**src/rtl/alu_pkg.sv**
```systemverilog
// +-----------------------------------------------------------------------+
// | alu_pkg: shared types and flag indices for the serial add path.       |
// | Rev 1.0                                                               |
// +-----------------------------------------------------------------------+
`default_nettype none

package alu_pkg;

  typedef enum logic [1:0] {
    IDLE = 2'd0,
    RUN  = 2'd1,
    DONE = 2'd2
  } serial_state_t;

  localparam int FLAG_N = 3;
  localparam int FLAG_Z = 2;
  localparam int FLAG_C = 1;
  localparam int FLAG_V = 0;

endpackage

`default_nettype wire

```
**src/rtl/serial_add_ctrl_fa.sv**
```systemverilog
// +-----------------------------------------------------------------------+
// | fullAdder: 1-bit full-adder cell used by the bit-serial sequencer.    |
// | Rev 1.0                                                               |
// +-----------------------------------------------------------------------+
`default_nettype none

module fullAdder (
  input  logic A,
  input  logic B,
  input  logic Cin,
  output logic Sum,
  output logic Cout
);

  assign Sum  = A ^ B ^ Cin;
  assign Cout = (A & B) | (Cin & (A ^ B));

endmodule

`default_nettype wire

```
**src/rtl/serial_add_ctrl.sv**
```systemverilog
// +-----------------------------------------------------------------------+
// | serial_add_ctrl: bit-serial add/subtract sequencer with NZCV flags.   |
// | Rev 1.0                                                               |
// +-----------------------------------------------------------------------+
`default_nettype none

module serial_add_ctrl
  import alu_pkg::*;
#(
  parameter int WIDTH = 32
) (
  input  logic             clk,
  input  logic             reset,
  input  logic             start,
  input  logic             sub,
  input  logic [WIDTH-1:0] A,
  input  logic [WIDTH-1:0] B,
  output logic             busy,
  output logic             done,
  output logic [WIDTH-1:0] Result,
  output logic [3:0]       flags
);

  localparam int CNT_W = $clog2(WIDTH) + 1;

  serial_state_t    r_state;
  serial_state_t    w_next;

  logic [WIDTH-1:0] r_opA;
  logic [WIDTH-1:0] r_opB;
  logic [WIDTH-1:0] r_res;
  logic [WIDTH-1:0] r_result;
  logic [3:0]       r_flags;
  logic [CNT_W-1:0] r_cnt;
  logic             r_carry;

  logic             w_sum;
  logic             w_cout;
  logic             w_accept;
  logic             w_last;
  logic [WIDTH-1:0] w_final;
  logic [3:0]       w_flags;

  fullAdder u_fa (
    .A    (r_opA[0]),
    .B    (r_opB[0]),
    .Cin  (r_carry),
    .Sum  (w_sum),
    .Cout (w_cout)
  );

  assign w_accept = start && ((r_state == IDLE) || (r_state == DONE));
  assign w_last   = (r_state == RUN) && (r_cnt == CNT_W'(WIDTH - 1));
  assign w_final  = {w_sum, r_res[WIDTH-1:1]};

  // On the last bit r_carry is the carry into the MSB, so V needs no extra register.
  always_comb begin
    w_flags         = 4'b0000;
    w_flags[FLAG_N] = w_sum;
    w_flags[FLAG_Z] = (w_final == '0);
    w_flags[FLAG_C] = w_cout;
    w_flags[FLAG_V] = r_carry ^ w_cout;
  end

  always_ff @(posedge clk) begin
    if (reset) begin
      r_state <= IDLE;
    end else begin
      r_state <= w_next;
    end
  end

  always_comb begin
    w_next = r_state;
    case (r_state)
      IDLE:    w_next = start ? RUN : IDLE;
      RUN:     w_next = w_last ? DONE : RUN;
      DONE:    w_next = start ? RUN : IDLE;
      default: w_next = IDLE;
    endcase
  end

  always_comb begin
    busy = (r_state == RUN);
    done = (r_state == DONE);
  end

  always_ff @(posedge clk) begin
    if (reset) begin
      r_opA    <= '0;
      r_opB    <= '0;
      r_res    <= '0;
      r_result <= '0;
      r_flags  <= 4'b0000;
      r_cnt    <= '0;
      r_carry  <= 1'b0;
    end else if (w_accept) begin
      r_opA   <= A;
      r_opB   <= B ^ {WIDTH{sub}};
      r_carry <= sub;
      r_cnt   <= '0;
      r_res   <= '0;
    end else if (r_state == RUN) begin
      r_opA   <= r_opA >> 1;
      r_opB   <= r_opB >> 1;
      r_carry <= w_cout;
      r_cnt   <= r_cnt + CNT_W'(1);
      r_res   <= w_final;
      if (w_last) begin
        r_result <= w_final;
        r_flags  <= w_flags;
      end
    end
  end

  assign Result = r_result;
  assign flags  = r_flags;

endmodule

`default_nettype wire
```
**config.mk**
```make
export PLATFORM = sky130hd
export DESIGN_NAME = serial_add_ctrl
export DESIGN_NICKNAME = d
export VERILOG_FILES = /design/src/rtl/alu_pkg.sv /design/src/rtl/serial_add_ctrl_fa.sv /design/src/rtl/serial_add_ctrl.sv
export SDC_FILE = /design/constraint.sdc
export NUM_CORES = 1
export LEC_CHECK = 0
export ABC_AREA = 0
export CORE_MARGIN = 10
export CORE_UTILIZATION = 56
export DETAILED_ROUTE_END_ITERATION = 6
export PLACE_DENSITY = 0.86
export SYNTH_ARGS = -nofsm -noshare
export SYNTH_HDL_FRONTEND = slang
export SYNTH_SLANG_ARGS = --single-unit
```
**constraint.sdc**
```tcl
create_clock -name clk -period 3.8 [get_ports clk]
set_clock_uncertainty 0.15 [all_clocks]
set_input_delay 0.57 -clock clk [delete_from_list [all_inputs] [get_ports clk]]
set_output_delay 0.57 -clock clk [all_outputs]
set_load 0.02 [all_outputs]
```
* After elaboration in Yosys (flattened, before gate mapping) *
Cells that the tools add are included.

cells by class
  $add $sub $neg = 1
  equality and inequality tests = 3
  mux-type cells = 9
  bitwise logic cells = 8
  reduce and logical (&&, ||, !) cells = 9

operators by type and width
  kind                   number
  $mux W32               4
  $logic_not A32 Y1      1
  $xor A32 B32 Y32       1
  $add A6 B1 Y6 const B  1
  $eq A6 B5 Y1 const B   1
  $pmux W2 S2            1
  $reduce_or A2 Y1       2
  $mux W1                3
  $reduce_and A3 Y1      1
  $xor A1 B1 Y1          3
  $and A1 B1 Y1          2
  $eq A2 B1 Y1 const B   1
  $eq A2 B2 Y1 const B   1
  $logic_and A1 B1 Y1    2
  $logic_not A2 Y1       1
  $mux W2                1
  $reduce_bool A2 Y1     1
  $logic_or A1 B1 Y1     1
  $not A1 Y1             1
  $or A1 B1 Y1           1

storage, ports and cells
  bits in registers = 141
  bits of input ports = 68
  logic and storage cells = 38

* Depth between registers and ports, before layout *
Gate-level depths: netlist (run 1).

  word-level depth = 5
  mapped depth = 6
  mapped depth without buffers = 4

* Cells and area by module *
Synthesis (run 1) repeated with hierarchy kept, for this count alone.

second synthesis, totals
  cells, all modules = 738
  area, all modules = 5931.9 um2

modules (own cells, without submodules)
  module           times used  cells each  area an instance (um2)  seq. area each (um2)
  serial_add_ctrl  1           737         5911.9                  2782.7
  fullAdder        1           1           20.0                    0.0

* Least setup slack after synthesis (run 1) *
No wires, ideal clock.

  kind = register to register
  start point = register r_carry
  end point = register r_flags[2], in the netlist flags[2]
  library setup time = 88 ps
  data arrival time = 1455 ps
  data required time = 3562 ps
  slack = 2106 ps
  stages on the path, launching flop included = 5
  buffers on the path = 0
  path through = dfxtp_1 fa_1 nor4_1 nand4_1 o32ai_2

on the way
  longest elaborated chain between the ends = 2

ends and longest elaborated chain
  item                    line                      RTL
  start, declared         serial_add_ctrl.sv:35     logic r_carry;
  start signal, assigned  serial_add_ctrl.sv:100    r_carry <= sub;
  start signal, assigned  serial_add_ctrl.sv:106    r_carry <= w_cout;
  $xor A1 B1 Y1           serial_add_ctrl_fa.sv:15  assign Sum = A ^ B ^ Cin;
  net u_fa.Sum            serial_add_ctrl_fa.sv:11  output logic Sum,
  $logic_not A32 Y1       serial_add_ctrl.sv:60     w_flags[FLAG_Z] = (w_final == '0);
  end signal, assigned    serial_add_ctrl.sv:111    r_flags <= w_flags;
  end, declared           serial_add_ctrl.sv:33     logic [3:0] r_flags;

The timed path passes the listed nets, and every way through them passes these cells.
A chain may end at the register's enable or synchronous reset.

* Worst setup path after layout (run 1) *
  start point = register r_state[0]
  end point = output port busy

on the way
  longest elaborated chain between the ends = 1

ends and longest elaborated chain
  item                    line                   RTL
  start, declared         serial_add_ctrl.sv:26  serial_state_t r_state;
  start signal, assigned  serial_add_ctrl.sv:69  r_state <= w_next;
  $eq A2 B1 Y1            serial_add_ctrl.sv:84  busy = (r_state == RUN);
  end, declared           serial_add_ctrl.sv:18  output logic busy,

No other way between the ends.

==> metrics.txt, run 1 <==
# TYPE chip_impl_metric gauge
chip_impl_info{name="result_of_the_run",value="finished clean"} 1
chip_impl_metric{name="finalHoldWorstSlack",unit="ps"} 322
chip_impl_metric{name="io_pins",unit=""} 106
chip_impl_metric{name="drt-wirelength-per-cell",unit="um"} 15.7
chip_impl_info{name="kind_of_path_behind_the_tightest_hold_check",value="flip-flop to flip-flop"} 1
chip_impl_info{name="ctsRootBufferMaster",value="sky130_fd_sc_hd__clkbuf_8"} 1
chip_impl_metric{name="die_w",unit="um"} 122
chip_impl_metric{name="drcViolationCount",unit=""} 0
chip_impl_metric{name="number_of_global_route_vias_before_repair",unit=""} 5026
chip_impl_metric{name="worst-r2r-setup-slack",unit="ps"} 1470
chip_impl_metric{name="antennaDiodeCount",unit=""} 0
chip_impl_metric{name="via_per_inst",unit=""} 5.78
chip_impl_metric{name="std_cell_rows",unit=""} 37
chip_impl_metric{name="numCtsBuffers",unit=""} 17
chip_impl_info{name="synth_most_common_cell",value="sky130_fd_sc_hd__dfxtp_1"} 1
chip_impl_info{name="min_from",value="r_opB[5]"} 1
chip_impl_metric{name="crit_arrival",unit="ps"} 1960
chip_impl_metric{name="num-nets-final",unit=""} 841
chip_impl_metric{name="global_route_wire_length_before_repair",unit="um"} 24100
chip_impl_info{name="netlist_top_cells_area",value="sky130_fd_sc_hd__dfxtp_1, sky130_fd_sc_hd__a21oi_1, sky130_fd_sc_hd__nand2_1"} 1
chip_impl_metric{name="fp.dieH",unit="um"} 122
chip_impl_metric{name="power_leakage",unit="nW"} 2.55
chip_impl_metric{name="final.setup.worst_slack",unit="ps"} 1120
chip_impl_info{name="worstReg2RegStart",value="r_state[0]"} 1
chip_impl_metric{name="min_period_over_period",unit="%"} 70.6
chip_impl_metric{name="drt.antenna.violating_nets",unit=""} 0
chip_impl_metric{name="post_synthesis_sequential_area_ratio",unit="%"} 47.4
chip_impl_metric{name="clkLatencyLatePin",unit="ps"} 510
chip_impl_metric{name="post_synth.cell_area_avg",unit="um^2"} 8.26
chip_impl_info{name="min_to",value="r_opB[5]"} 1
chip_impl_metric{name="drt_iter0_markers",unit=""} 591
chip_impl_metric{name="mappedNetlistNets",unit=""} 781
chip_impl_metric{name="synth-adder-area-share",unit="%"} 0.554
chip_impl_info{name="crit-reg2reg-capture",value="r_opA[23]"} 1
chip_impl_metric{name="drt-pass1-iter-count",unit=""} 7
chip_impl_metric{name="critical_path_required",unit="ps"} 3080
chip_impl_metric{name="number_of_synthesized_register_bits",unit=""} 139
chip_impl_metric{name="io_buffers",unit=""} 105
chip_impl_metric{name="synth-async-reset-ratio",unit="%"} 0
chip_impl_info{name="dominantRegCellSynth",value="sky130_fd_sc_hd__dfxtp_1"} 1
chip_impl_metric{name="globalRoute.totalOverflow",unit=""} 0
chip_impl_info{name="critical_path.endpoint_type",value="primary output"} 1
chip_impl_metric{name="max_slew_margin",unit="%"} 17.6
chip_impl_metric{name="fp.dieArea",unit="um^2"} 15000
chip_impl_metric{name="final-hold-violation-count",unit=""} 0
chip_impl_metric{name="tns",unit="ps"} 0
chip_impl_metric{name="routabilityCongestion",unit=""} 0.780
chip_impl_metric{name="post_synth_xor_xnor_area",unit="%"} 5.22
chip_impl_info{name="rsz0062_at_grt",value="no"} 1
chip_impl_metric{name="synth.mux.area_fraction",unit="%"} 0.170
chip_impl_metric{name="max_cap_violations",unit=""} 0
chip_impl_info{name="synth.cells.most_frequent",value="sky130_fd_sc_hd__dfxtp_1, sky130_fd_sc_hd__nand2_1, sky130_fd_sc_hd__a21oi_1, sky130_fd_sc_hd__nand3_1"} 1
chip_impl_metric{name="rr_worst_depth",unit=""} 5
chip_impl_metric{name="layout.cell_area.non_filler",unit="um^2"} 7410
chip_impl_metric{name="post-route-min-period",unit="ps"} 2680
chip_impl_metric{name="grt_max_degree",unit=""} 104
chip_impl_metric{name="dr_total_vias",unit=""} 5314
chip_impl_metric{name="synth_edf_count",unit=""} 0
chip_impl_metric{name="synth_area",unit="um^2"} 5870
chip_impl_metric{name="ctsResizeCount",unit=""} 0
chip_impl_metric{name="fin_total_pwr",unit="mW"} 3.59
chip_impl_metric{name="starting_density_of_the_core",unit="%"} 57.1
chip_impl_metric{name="detail_route.wirelength",unit="um"} 14400
chip_impl_info{name="tritoncts_clock_tree",value="done"} 1
chip_impl_metric{name="pre_cts_ws",unit="ps"} 1270
chip_impl_metric{name="worst-slew-pin-transition",unit="ps"} 1240
chip_impl_metric{name="synth_cell_type_count",unit=""} 36
chip_impl_metric{name="post_dp_cell_area",unit="um^2"} 6800
chip_impl_metric{name="setup_violations",unit=""} 0
chip_impl_metric{name="syn2layout_area_growth",unit="%"} 26.2
chip_impl_metric{name="clk_pin_slew_worst_paths",unit="ps"} 60
chip_impl_info{name="timing.setup.critical_path_class",value="flip-flop to primary output"} 1
chip_impl_info{name="most_area_hungry_cell_type_in_the_yosys_netlist",value="sky130_fd_sc_hd__dfxtp_1"} 1
chip_impl_metric{name="min_delay_path_depth",unit=""} 2
chip_impl_metric{name="cts_hold_repair.buffers",unit=""} 0
chip_impl_metric{name="clock_sink_count",unit=""} 139
chip_impl_metric{name="critPathMaxFanout",unit=""} 28
chip_impl_metric{name="yosysWarningCount",unit=""} 0
chip_impl_metric{name="design.core.area",unit="um^2"} 10300
chip_impl_metric{name="dp_hpwl",unit="um"} 9050
chip_impl_metric{name="peakVddDrop",unit="V"} 0.000282
chip_impl_metric{name="max_frequency",unit="MHz"} 373
chip_impl_info{name="largest_family_of_logic_cells_by_synthesized_area",value="compound AO/OA/AOI/OAI gates"} 1
chip_impl_metric{name="groute.usage.overall",unit="%"} 19.3
chip_impl_metric{name="final_layout_size_suffix_gt1_share",unit="%"} 5.87
chip_impl_metric{name="synth-simple-area-share",unit="%"} 19.6
chip_impl_metric{name="total_setup_buffers_inserted_after_cts",unit=""} 0
chip_impl_metric{name="finalMaxSlewViolations",unit=""} 0
chip_impl_metric{name="htree_levels",unit=""} 4
chip_impl_metric{name="synth_compound_gate_area_share",unit="%"} 21.0
chip_impl_metric{name="ctsLongestPathBuffers",unit=""} 2
chip_impl_metric{name="gate_count_post_synth",unit=""} 711
chip_impl_metric{name="p_per_area",unit="nW/um^2"} 484
chip_impl_metric{name="grt_antenna_before_repair",unit=""} 0
chip_impl_metric{name="netlist.area_leader.share",unit="%"} 47.4
chip_impl_info{name="worstSetupStartpointType",value="flip-flop"} 1
-- worst max-delay path by stage --
stage                    start         to  slack [ps]
floorplan              r_carry   flags[2]        2110
global placement         start  r_opB[23]        1340
detailed placement       start  r_opB[23]        1270
CTS                 r_state[0]       busy        1090
global route        r_state[0]       busy        1020
finish              r_state[0]       busy        1120
-- area by class of cell --
cell class	count	area, um^2
Clock buffer	18	418
Clock inverter	13	194
Fill cell	780	2870
Inverter	2	7.51
Multi-Input combinational cell	500	2750
Sequential cell	139	2780
Tap cell	136	170
Timing Repair Buffer	111	1090
-- cell families (layout without fill, tap and decap cells) --
group	after synthesis	count (layout)
and+or+nand+nor	259	259
adders and majority gates	2	2
DFF	139	139
muxes	1	1
AOI/OAI and AO/OA	203	203
xor gates and xnor gates	35	35
buffers and inverters	72	144
-- power breakdown --
part / switching [mW] / total (mW) / internal, mW
clock: 0.621 / 1.69 / 1.07
sequential: 0.0373 / 1.56 / 1.52
combinational: 0.195 / 0.342 / 0.146
total: 0.854 / 3.59 / 2.74
-- routing by layer --
metal	global-route usage [%]	wire length (um)	vias up
li1	-	-	2610
met1	24.7	6210	2496
met2	31.1	7000	190
met3	5.46	1000	18
met4	5.45	189	0
met5	0	0	-
-- registers in the layout, summed over array words and instances (netlist names) --
name / flops
r_opB: 32
r_carry: 1
r_opA: 32
r_res: 31
r_state: 2
r_cnt: 6
Result: 32
flags: 3
-- through the flow --
step | cells | utilization, %
2_1_floorplan | 711 | -
3_3_place_gp | 888 | 66.2
6_report | 919 | 72.1
3_5_place_dp | 888 | 66.2
5_1_grt | 919 | 72.1
4_1_cts | 919 | 72.1
-- cell usage in the layout, fill, tap and decap left out, drive strengths merged --
cell type | Yosys | routed
a211oi | 1 | 1
a21o | 1 | 1
a21oi | 101 | 101
a22oi | 30 | 30
a311oi | 33 | 33
and3b | 1 | 1
and4b | 1 | 1
buf | 44 | 8
bufinv | 0 | 4
clkbuf | 26 | 18
clkdlybuf4s50 | 0 | 103
clkinv | 0 | 7
clkinvlp | 0 | 1
dfxtp | 139 | 139
fa | 1 | 1
ha | 1 | 1
inv | 2 | 3
mux2i | 1 | 1
nand2 | 133 | 133
nand2b | 4 | 4
nand3 | 65 | 65
nand3b | 1 | 1
nand4 | 2 | 2
nand4b | 1 | 1
nor2 | 36 | 36
nor2b | 2 | 2
nor3 | 1 | 1
nor4 | 8 | 8
o21ai | 35 | 35
o31ai | 1 | 1
o32ai | 1 | 1
or3 | 3 | 3
or4 | 1 | 1
xnor2 | 3 | 3
xor2 | 32 | 32
-- worst max-delay path: stages (launching register included) --
cell and delay, ps:
sky130_fd_sc_hd__dfxtp_1 470, sky130_fd_sc_hd__nand2b_4 240, sky130_fd_sc_hd__inv_2 110, sky130_fd_sc_hd__clkdlybuf4s50_1 630
No activity file was read; power rests on OpenSTA's default activity.
==> inputs of run 2 (changes only) <==
--- a/config.mk
+++ b/config.mk
@@ -7,9 +7,9 @@
 export LEC_CHECK = 0
 export ABC_AREA = 0
 export CORE_MARGIN = 10
-export CORE_UTILIZATION = 56
+export CORE_UTILIZATION = 47
 export DETAILED_ROUTE_END_ITERATION = 6
-export PLACE_DENSITY = 0.86
+export PLACE_DENSITY = 0.78
 export SYNTH_ARGS = -nofsm -noshare
 export SYNTH_HDL_FRONTEND = slang
 export SYNTH_SLANG_ARGS = --single-unit
==> constraint.sdc (replaced) <==
create_clock -name clk -period 2.2 [get_ports clk]
set_clock_uncertainty 0.15 [all_clocks]
set_input_delay 0.33 -clock clk [delete_from_list [all_inputs] [get_ports clk]]
set_output_delay 0.33 -clock clk [all_outputs]
set_load 0.02 [all_outputs]
==> run 2 against run 1 <==
  * Clock-buffer cell count grew 4
  * Combinational power rose by 81%
  * Global-route usage shrank 2.8 points
  * Critical path depth stayed put
  * Clock power rose by 87%
  * Flip-flop and latch count stayed put
  * Sequential share of layout area shrank 1.1 points
  * First-iteration DRC count shrank 17%
  * Die area grew 16%
  * Cell area increased by 3.1%
  * Largest power group unchanged
  * Highest routed layer unchanged
==> metrics.txt, run 2 (synthesized netlist as in run 1, its figures left out) <==
# TYPE chip_impl_metric gauge
chip_impl_info{name="result_of_the_run",value="finished clean"} 1
chip_impl_metric{name="io_pins",unit=""} 106
chip_impl_metric{name="fp.dieH",unit="um"} 132
chip_impl_metric{name="total_setup_buffers_inserted_after_cts",unit=""} 0
chip_impl_metric{name="fillCellCount",unit=""} 1023
chip_impl_metric{name="syn2layout_area_growth",unit="%"} 30.2
chip_impl_metric{name="drt_iter0_markers",unit=""} 493
chip_impl_metric{name="io_buffers",unit=""} 105
chip_impl_info{name="layout_common_cells",value="sky130_fd_sc_hd__dfxtp_1, sky130_fd_sc_hd__nand2_1, sky130_fd_sc_hd__clkdlybuf4s50_1"} 1
chip_impl_metric{name="clkLatencyLatePin",unit="ps"} 420
chip_impl_info{name="ordered_list_of_cells_on_the_worst_path",value="nand2b_4, inv_2, clkdlybuf4s50_1"} 1
chip_impl_metric{name="detail_route.wirelength",unit="um"} 14700
chip_impl_metric{name="routabilityCongestion",unit=""} 0.795
chip_impl_metric{name="drt-wirelength-per-cell",unit="um"} 15.3
chip_impl_metric{name="globalRoute.totalOverflow",unit=""} 0
chip_impl_metric{name="crit_arrival",unit="ps"} 1620
chip_impl_metric{name="groute.usage.overall",unit="%"} 16.4
chip_impl_metric{name="std_cell_rows",unit=""} 40
chip_impl_metric{name="grt_antenna_before_repair",unit=""} 0
chip_impl_metric{name="critPathMaxFanout",unit=""} 6
chip_impl_metric{name="non_filler_instance_count_after_layout",unit=""} 961
chip_impl_info{name="tritoncts_clock_tree",value="done"} 1
chip_impl_metric{name="dp_hpwl",unit="um"} 9850
chip_impl_metric{name="setup_violations",unit=""} 0
chip_impl_metric{name="post-place-cells",unit=""} 929
chip_impl_metric{name="antennaDiodeCount",unit=""} 0
chip_impl_metric{name="critical_path_required",unit="ps"} 1720
chip_impl_metric{name="number_of_global_route_vias_before_repair",unit=""} 5145
chip_impl_metric{name="numCtsBuffers",unit=""} 17
chip_impl_info{name="timing.setup.critical_path_class",value="flip-flop to primary output"} 1
chip_impl_metric{name="drt-pass1-iter-count",unit=""} 5
chip_impl_info{name="crit_path_top_delay_cell",value="sky130_fd_sc_hd__clkdlybuf4s50_1"} 1
chip_impl_metric{name="sequential_cell_area",unit="um^2"} 2780
chip_impl_metric{name="finished_core_util",unit="%"} 63.1
chip_impl_metric{name="post-route-min-period",unit="ps"} 2100
chip_impl_metric{name="dr_total_vias",unit=""} 5380
chip_impl_metric{name="design.core.area",unit="um^2"} 12100
chip_impl_metric{name="via_per_inst",unit=""} 5.60
chip_impl_metric{name="cts_hold_repair.buffers",unit=""} 0
chip_impl_metric{name="finalMaxSlewViolations",unit=""} 0
chip_impl_metric{name="fp.dieArea",unit="um^2"} 17400
chip_impl_info{name="kind_of_path_behind_the_tightest_hold_check",value="input pin to flip-flop"} 1
chip_impl_metric{name="worst_path_largest_cell_delay",unit="ps"} 610
chip_impl_metric{name="max_slew_margin",unit="%"} 65.5
chip_impl_metric{name="die_w",unit="um"} 132
chip_impl_metric{name="htree_levels",unit=""} 4
chip_impl_metric{name="worst-slew-pin-transition",unit="ps"} 518
chip_impl_info{name="ctsRootBufferMaster",value="sky130_fd_sc_hd__clkbuf_16"} 1
chip_impl_info{name="critical_path.endpoint_type",value="primary output"} 1
chip_impl_metric{name="global_route_wire_length_before_repair",unit="um"} 24300
chip_impl_metric{name="tns",unit="ps"} 0
chip_impl_metric{name="power_leakage",unit="nW"} 2.64
chip_impl_metric{name="num-nets-final",unit=""} 850
chip_impl_metric{name="post_dp_cell_area",unit="um^2"} 6980
chip_impl_metric{name="final-hold-violation-count",unit=""} 0
chip_impl_metric{name="drt.antenna.violating_nets",unit=""} 0
chip_impl_metric{name="ctsLongestPathBuffers",unit=""} 2
chip_impl_metric{name="multiInputGateArea",unit="um^2"} 2750
chip_impl_metric{name="max_cap_violations",unit=""} 0
chip_impl_metric{name="max_frequency",unit="MHz"} 476
chip_impl_metric{name="layout.cell_area.non_filler",unit="um^2"} 7640
chip_impl_info{name="final_common_cell",value="sky130_fd_sc_hd__dfxtp_1"} 1
chip_impl_metric{name="p_per_area",unit="nW/um^2"} 846
chip_impl_metric{name="peakVddDrop",unit="V"} 0.000489
chip_impl_info{name="worstSetupStartpointType",value="flip-flop"} 1
chip_impl_metric{name="drcViolationCount",unit=""} 0
chip_impl_metric{name="ctsResizeCount",unit=""} 1
chip_impl_metric{name="final_layout_size_suffix_gt1_share",unit="%"} 7.06
chip_impl_metric{name="clock_sink_count",unit=""} 139
chip_impl_metric{name="clk_pin_slew_worst_paths",unit="ps"} 50
chip_impl_info{name="rsz0062_at_grt",value="no"} 1
chip_impl_metric{name="finalHoldWorstSlack",unit="ps"} 152
chip_impl_metric{name="min_period_over_period",unit="%"} 95.4
chip_impl_metric{name="grt_max_degree",unit=""} 102
chip_impl_metric{name="starting_density_of_the_core",unit="%"} 48.5
-- run 2: cell count changes in the layout (fill, tap and decap cells not counted), sizes merged --
cell and delta:
bufinv +1, buf +9, clkbuf +4, clkinv -6
clkinvlp +2
-- run 2: area by class of cell --
cell class	instances	area share, %
Clock inverter	10	2.44
Sequential cell	139	36.4
Multi-Input combinational cell	500	36.0
Tap cell	168	2.75
Clock buffer	22	6.20
Inverter	2	0.0982
Timing Repair Buffer	120	16.1
-- run 2: critical path, delay by kind of cell (launching register included) --
family,cells,cell delay [ps]
DFF,1,410
and+or+nand+nor,1,90
buffers and inverters,2,700
-- run 2: worst paths after layout --
kind	start	end	slack (ps)	cells after the start
min reg2reg	r_opB[5]	r_opB[5]	320	2
max	r_state[0]	busy	100	3
min	reset	Result[8]	150	2
max reg2reg	r_carry	flags[2]	290	4
-- run 2: layer usage --
metal | track usage [%] | vias to the layer above | wire length (um)
met2 | 27.1 | 206 | 7240
met1 | 19.2 | 2522 | 6100
met3 | 6.33 | 17 | 1190
li1 | - | 2635 | -
met4 | 5.25 | 0 | 198
met5 | 0 | - | 0
-- run 2: through the flow --
stage,setup WS [ps],power (mW)
after floorplan,506,3.12
after global placement,318,3.33
after detailed placement,307,3.36
after CTS,60.8,6.50
after global routing,27.4,6.70
final,101,6.47
-- run 2: where the power goes --
part | switching (mW) | total [mW] | leakage (nW) | internal, mW
sequential | 0.0626 | 2.69 | 1.13 | 2.63
clock | 1.05 | 3.16 | 0.313 | 2.10
combinational | 0.341 | 0.619 | 1.20 | 0.278
==> inputs of run 3 (changes only) <==
--- a/config.mk
+++ b/config.mk
@@ -7,9 +7,11 @@
 export LEC_CHECK = 0
 export ABC_AREA = 0
 export CORE_MARGIN = 10
-export CORE_UTILIZATION = 47
+export CORE_UTILIZATION = 49
+export CTS_BUF_LIST = sky130_fd_sc_hd__clkbuf_4
 export DETAILED_ROUTE_END_ITERATION = 6
-export PLACE_DENSITY = 0.78
+export MAX_ROUTING_LAYER = met4
+export PLACE_DENSITY = 0.8
 export SYNTH_ARGS = -nofsm -noshare
 export SYNTH_HDL_FRONTEND = slang
 export SYNTH_SLANG_ARGS = --single-unit
==> run 3 against run 2 <==
  * Power is 21% lower
  * Sequential power hardly changed
  * Critical path depth is 2 lower
  * Register-to-register slack better by 50 ps
  * Largest power group is now sequential cells
  * Flip-flop and latch count stayed put
  * Largest cell class unchanged
  * Utilization is 0.29 points lower
  * Maximum frequency is 2.1% higher
  * Global-route usage is 1.3 points higher
  * Cell area is 5.0% lower
  * Critical endpoint is now flags[3]
  * Die area is 3.5% lower
==> metrics.txt, run 3 (synthesized netlist as in run 1, its figures left out) <==
# TYPE chip_impl_metric gauge
chip_impl_info{name="result_of_the_run",value="finished clean"} 1
chip_impl_info{name="critical_path.endpoint_type",value="primary output"} 1
chip_impl_metric{name="layout.cell_area.non_filler",unit="um^2"} 7270
chip_impl_info{name="ctsRootBufferMaster",value="sky130_fd_sc_hd__clkbuf_4"} 1
chip_impl_metric{name="grt_antenna_before_repair",unit=""} 0
chip_impl_metric{name="global_route_wire_length_before_repair",unit="um"} 23900
chip_impl_metric{name="die_w",unit="um"} 129
chip_impl_metric{name="critPathBufInv",unit=""} 1
chip_impl_metric{name="clk_pin_slew_worst_paths",unit="ps"} 110
chip_impl_metric{name="drt-wirelength-per-cell",unit="um"} 15.5
chip_impl_metric{name="globalRoute.totalOverflow",unit=""} 0
chip_impl_metric{name="final.setup.worst_slack",unit="ps"} 144
chip_impl_metric{name="number_of_global_route_vias_before_repair",unit=""} 5102
chip_impl_metric{name="post-route-min-period",unit="ps"} 2060
chip_impl_metric{name="num-nets-final",unit=""} 849
chip_impl_info{name="worstSetupStartpointType",value="flip-flop"} 1
chip_impl_metric{name="final-hold-violation-count",unit=""} 0
chip_impl_metric{name="setup_violations",unit=""} 0
chip_impl_metric{name="antennaDiodeCount",unit=""} 0
chip_impl_metric{name="fp.dieArea",unit="um^2"} 16800
chip_impl_metric{name="max_slew_margin",unit="%"} 71.6
chip_impl_metric{name="finalMaxSlewViolations",unit=""} 0
chip_impl_metric{name="detail_route.wirelength",unit="um"} 14500
chip_impl_metric{name="io_pins",unit=""} 106
chip_impl_metric{name="routabilityCongestion",unit=""} 0.791
chip_impl_metric{name="max_frequency",unit="MHz"} 486
chip_impl_info{name="ordered_list_of_cells_on_the_worst_path",value="clkdlybuf4s50_1"} 1
chip_impl_metric{name="syn2layout_area_growth",unit="%"} 23.7
chip_impl_metric{name="drt.antenna.violating_nets",unit=""} 0
chip_impl_info{name="layout_common_cells",value="sky130_fd_sc_hd__dfxtp_1, sky130_fd_sc_hd__nand2_1, sky130_fd_sc_hd__a21oi_1, sky130_fd_sc_hd__clkdlybuf4s50_1, sky130_fd_sc_hd__nand3_1"} 1
chip_impl_metric{name="crit_arrival",unit="ps"} 1580
chip_impl_metric{name="htree_levels",unit=""} 4
chip_impl_metric{name="worst-slew-pin-transition",unit="ps"} 426
chip_impl_info{name="timing.setup.critical_path_class",value="flip-flop to primary output"} 1
chip_impl_metric{name="worst_path_largest_cell_delay",unit="ps"} 630
chip_impl_metric{name="p_per_area",unit="nW/um^2"} 700
chip_impl_metric{name="fp.dieH",unit="um"} 129
chip_impl_metric{name="clkLatencyLatePin",unit="ps"} 550
chip_impl_metric{name="numCtsBuffers",unit=""} 17
chip_impl_metric{name="post_dp_cell_area",unit="um^2"} 6950
chip_impl_metric{name="tns",unit="ps"} 0
chip_impl_metric{name="critPathMaxFanout",unit=""} 3
chip_impl_metric{name="io_buffers",unit=""} 105
chip_impl_metric{name="max_cap_violations",unit=""} 0
chip_impl_metric{name="std_cell_rows",unit=""} 39
chip_impl_metric{name="design.core.area",unit="um^2"} 11600
chip_impl_metric{name="pre_cts_ws",unit="ps"} 336
chip_impl_metric{name="fillCellCount",unit=""} 1049
chip_impl_metric{name="min_period_over_period",unit="%"} 93.4
chip_impl_metric{name="groute.usage.overall",unit="%"} 17.8
chip_impl_metric{name="dp_hpwl",unit="um"} 9590
chip_impl_metric{name="power_leakage",unit="nW"} 2.50
chip_impl_info{name="rsz0062_at_grt",value="no"} 1
chip_impl_info{name="tritoncts_clock_tree",value="done"} 1
chip_impl_metric{name="starting_density_of_the_core",unit="%"} 50.8
chip_impl_metric{name="drt-pass1-iter-count",unit=""} 6
chip_impl_info{name="cpLargestDelayFamily",value="buffers and inverters"} 1
chip_impl_metric{name="clock_sink_count",unit=""} 139
chip_impl_metric{name="via_per_inst",unit=""} 5.64
chip_impl_metric{name="fin_total_pwr",unit="mW"} 5.08
chip_impl_info{name="crit_path_top_delay_cell",value="sky130_fd_sc_hd__clkdlybuf4s50_1"} 1
chip_impl_info{name="kind_of_path_behind_the_tightest_hold_check",value="input pin to flip-flop"} 1
chip_impl_metric{name="drcViolationCount",unit=""} 0
chip_impl_metric{name="critical_path_required",unit="ps"} 1720
chip_impl_metric{name="grt_max_degree",unit=""} 102
chip_impl_metric{name="peakVddDrop",unit="V"} 0.000475
chip_impl_metric{name="drt_iter0_markers",unit=""} 419
chip_impl_info{name="final_common_cell",value="sky130_fd_sc_hd__dfxtp_1"} 1
chip_impl_metric{name="final_layout_size_suffix_gt1_share",unit="%"} 6.69
chip_impl_metric{name="dr_total_vias",unit=""} 5276
chip_impl_metric{name="ctsLongestPathBuffers",unit=""} 2
==> run 3: metrics by stage <==
stage | hold slack (ps) | util, % | instances
after floorplan | 294 | - | 711
after global placement | 304 | 60.1 | 902
after detailed placement | 310 | 60.1 | 902
after CTS | 142 | 62.8 | 935
after global routing | 147 | 62.8 | 935
final | 188 | 62.8 | 935
==> run 3: power by group <==
part | internal, mW | switching, mW | leakage [nW] | total (mW)
sequential | 2.62 | 0.0624 | 1.13 | 2.69
combinational | 0.280 | 0.338 | 1.20 | 0.618
clock | 0.880 | 0.898 | 0.163 | 1.78
total | 3.78 | 1.30 | 2.50 | 5.08
==> run 3: layer usage <==
metal | GRT usage (%) | routed length [um] | part of all wire, % | vias up
met5 | - | 0 | 0 | -
met4 | 7.47 | 267 | 1.8 | 0
met3 | 5.42 | 871 | 6.0 | 26
met2 | 27.8 | 6980 | 48 | 173
met1 | 20.8 | 6380 | 44 | 2452
li1 | - | - | - | 2625
==> run 3: final cells by class <==
cell class / count / area (um^2) / area share (%)
multi-input combinational: 500 / 2750 / 37.9
tap: 143 / 179 / 2.46
clock buffer: 17 / 128 / 1.76
timing repair buffer: 119 / 1240 / 17.0
inverter: 2 / 7.51 / 0.103
clock inverter: 15 / 180 / 2.48
sequential: 139 / 2780 / 38.3
==> run 3: final timing paths <==
kind | startpoint | end | slack [ps] | cells after the start
worst min register to register | r_opB[29] | r_opB[29] | 330 | 2
worst max-delay path | Result[31] | flags[3] | 140 | 1
worst max register to register | r_carry | flags[2] | 340 | 4
worst min-delay path | sub | r_carry | 190 | 4
==> run 3: what timing repair did <==
action                                 in CTS  in global routing
hold buffers                                1                  0
endpoints found under the hold margin      19                  0
gates resized for setup                     3                  0
setup endpoints to repair                   2                  0
setup buffers                               0                  0
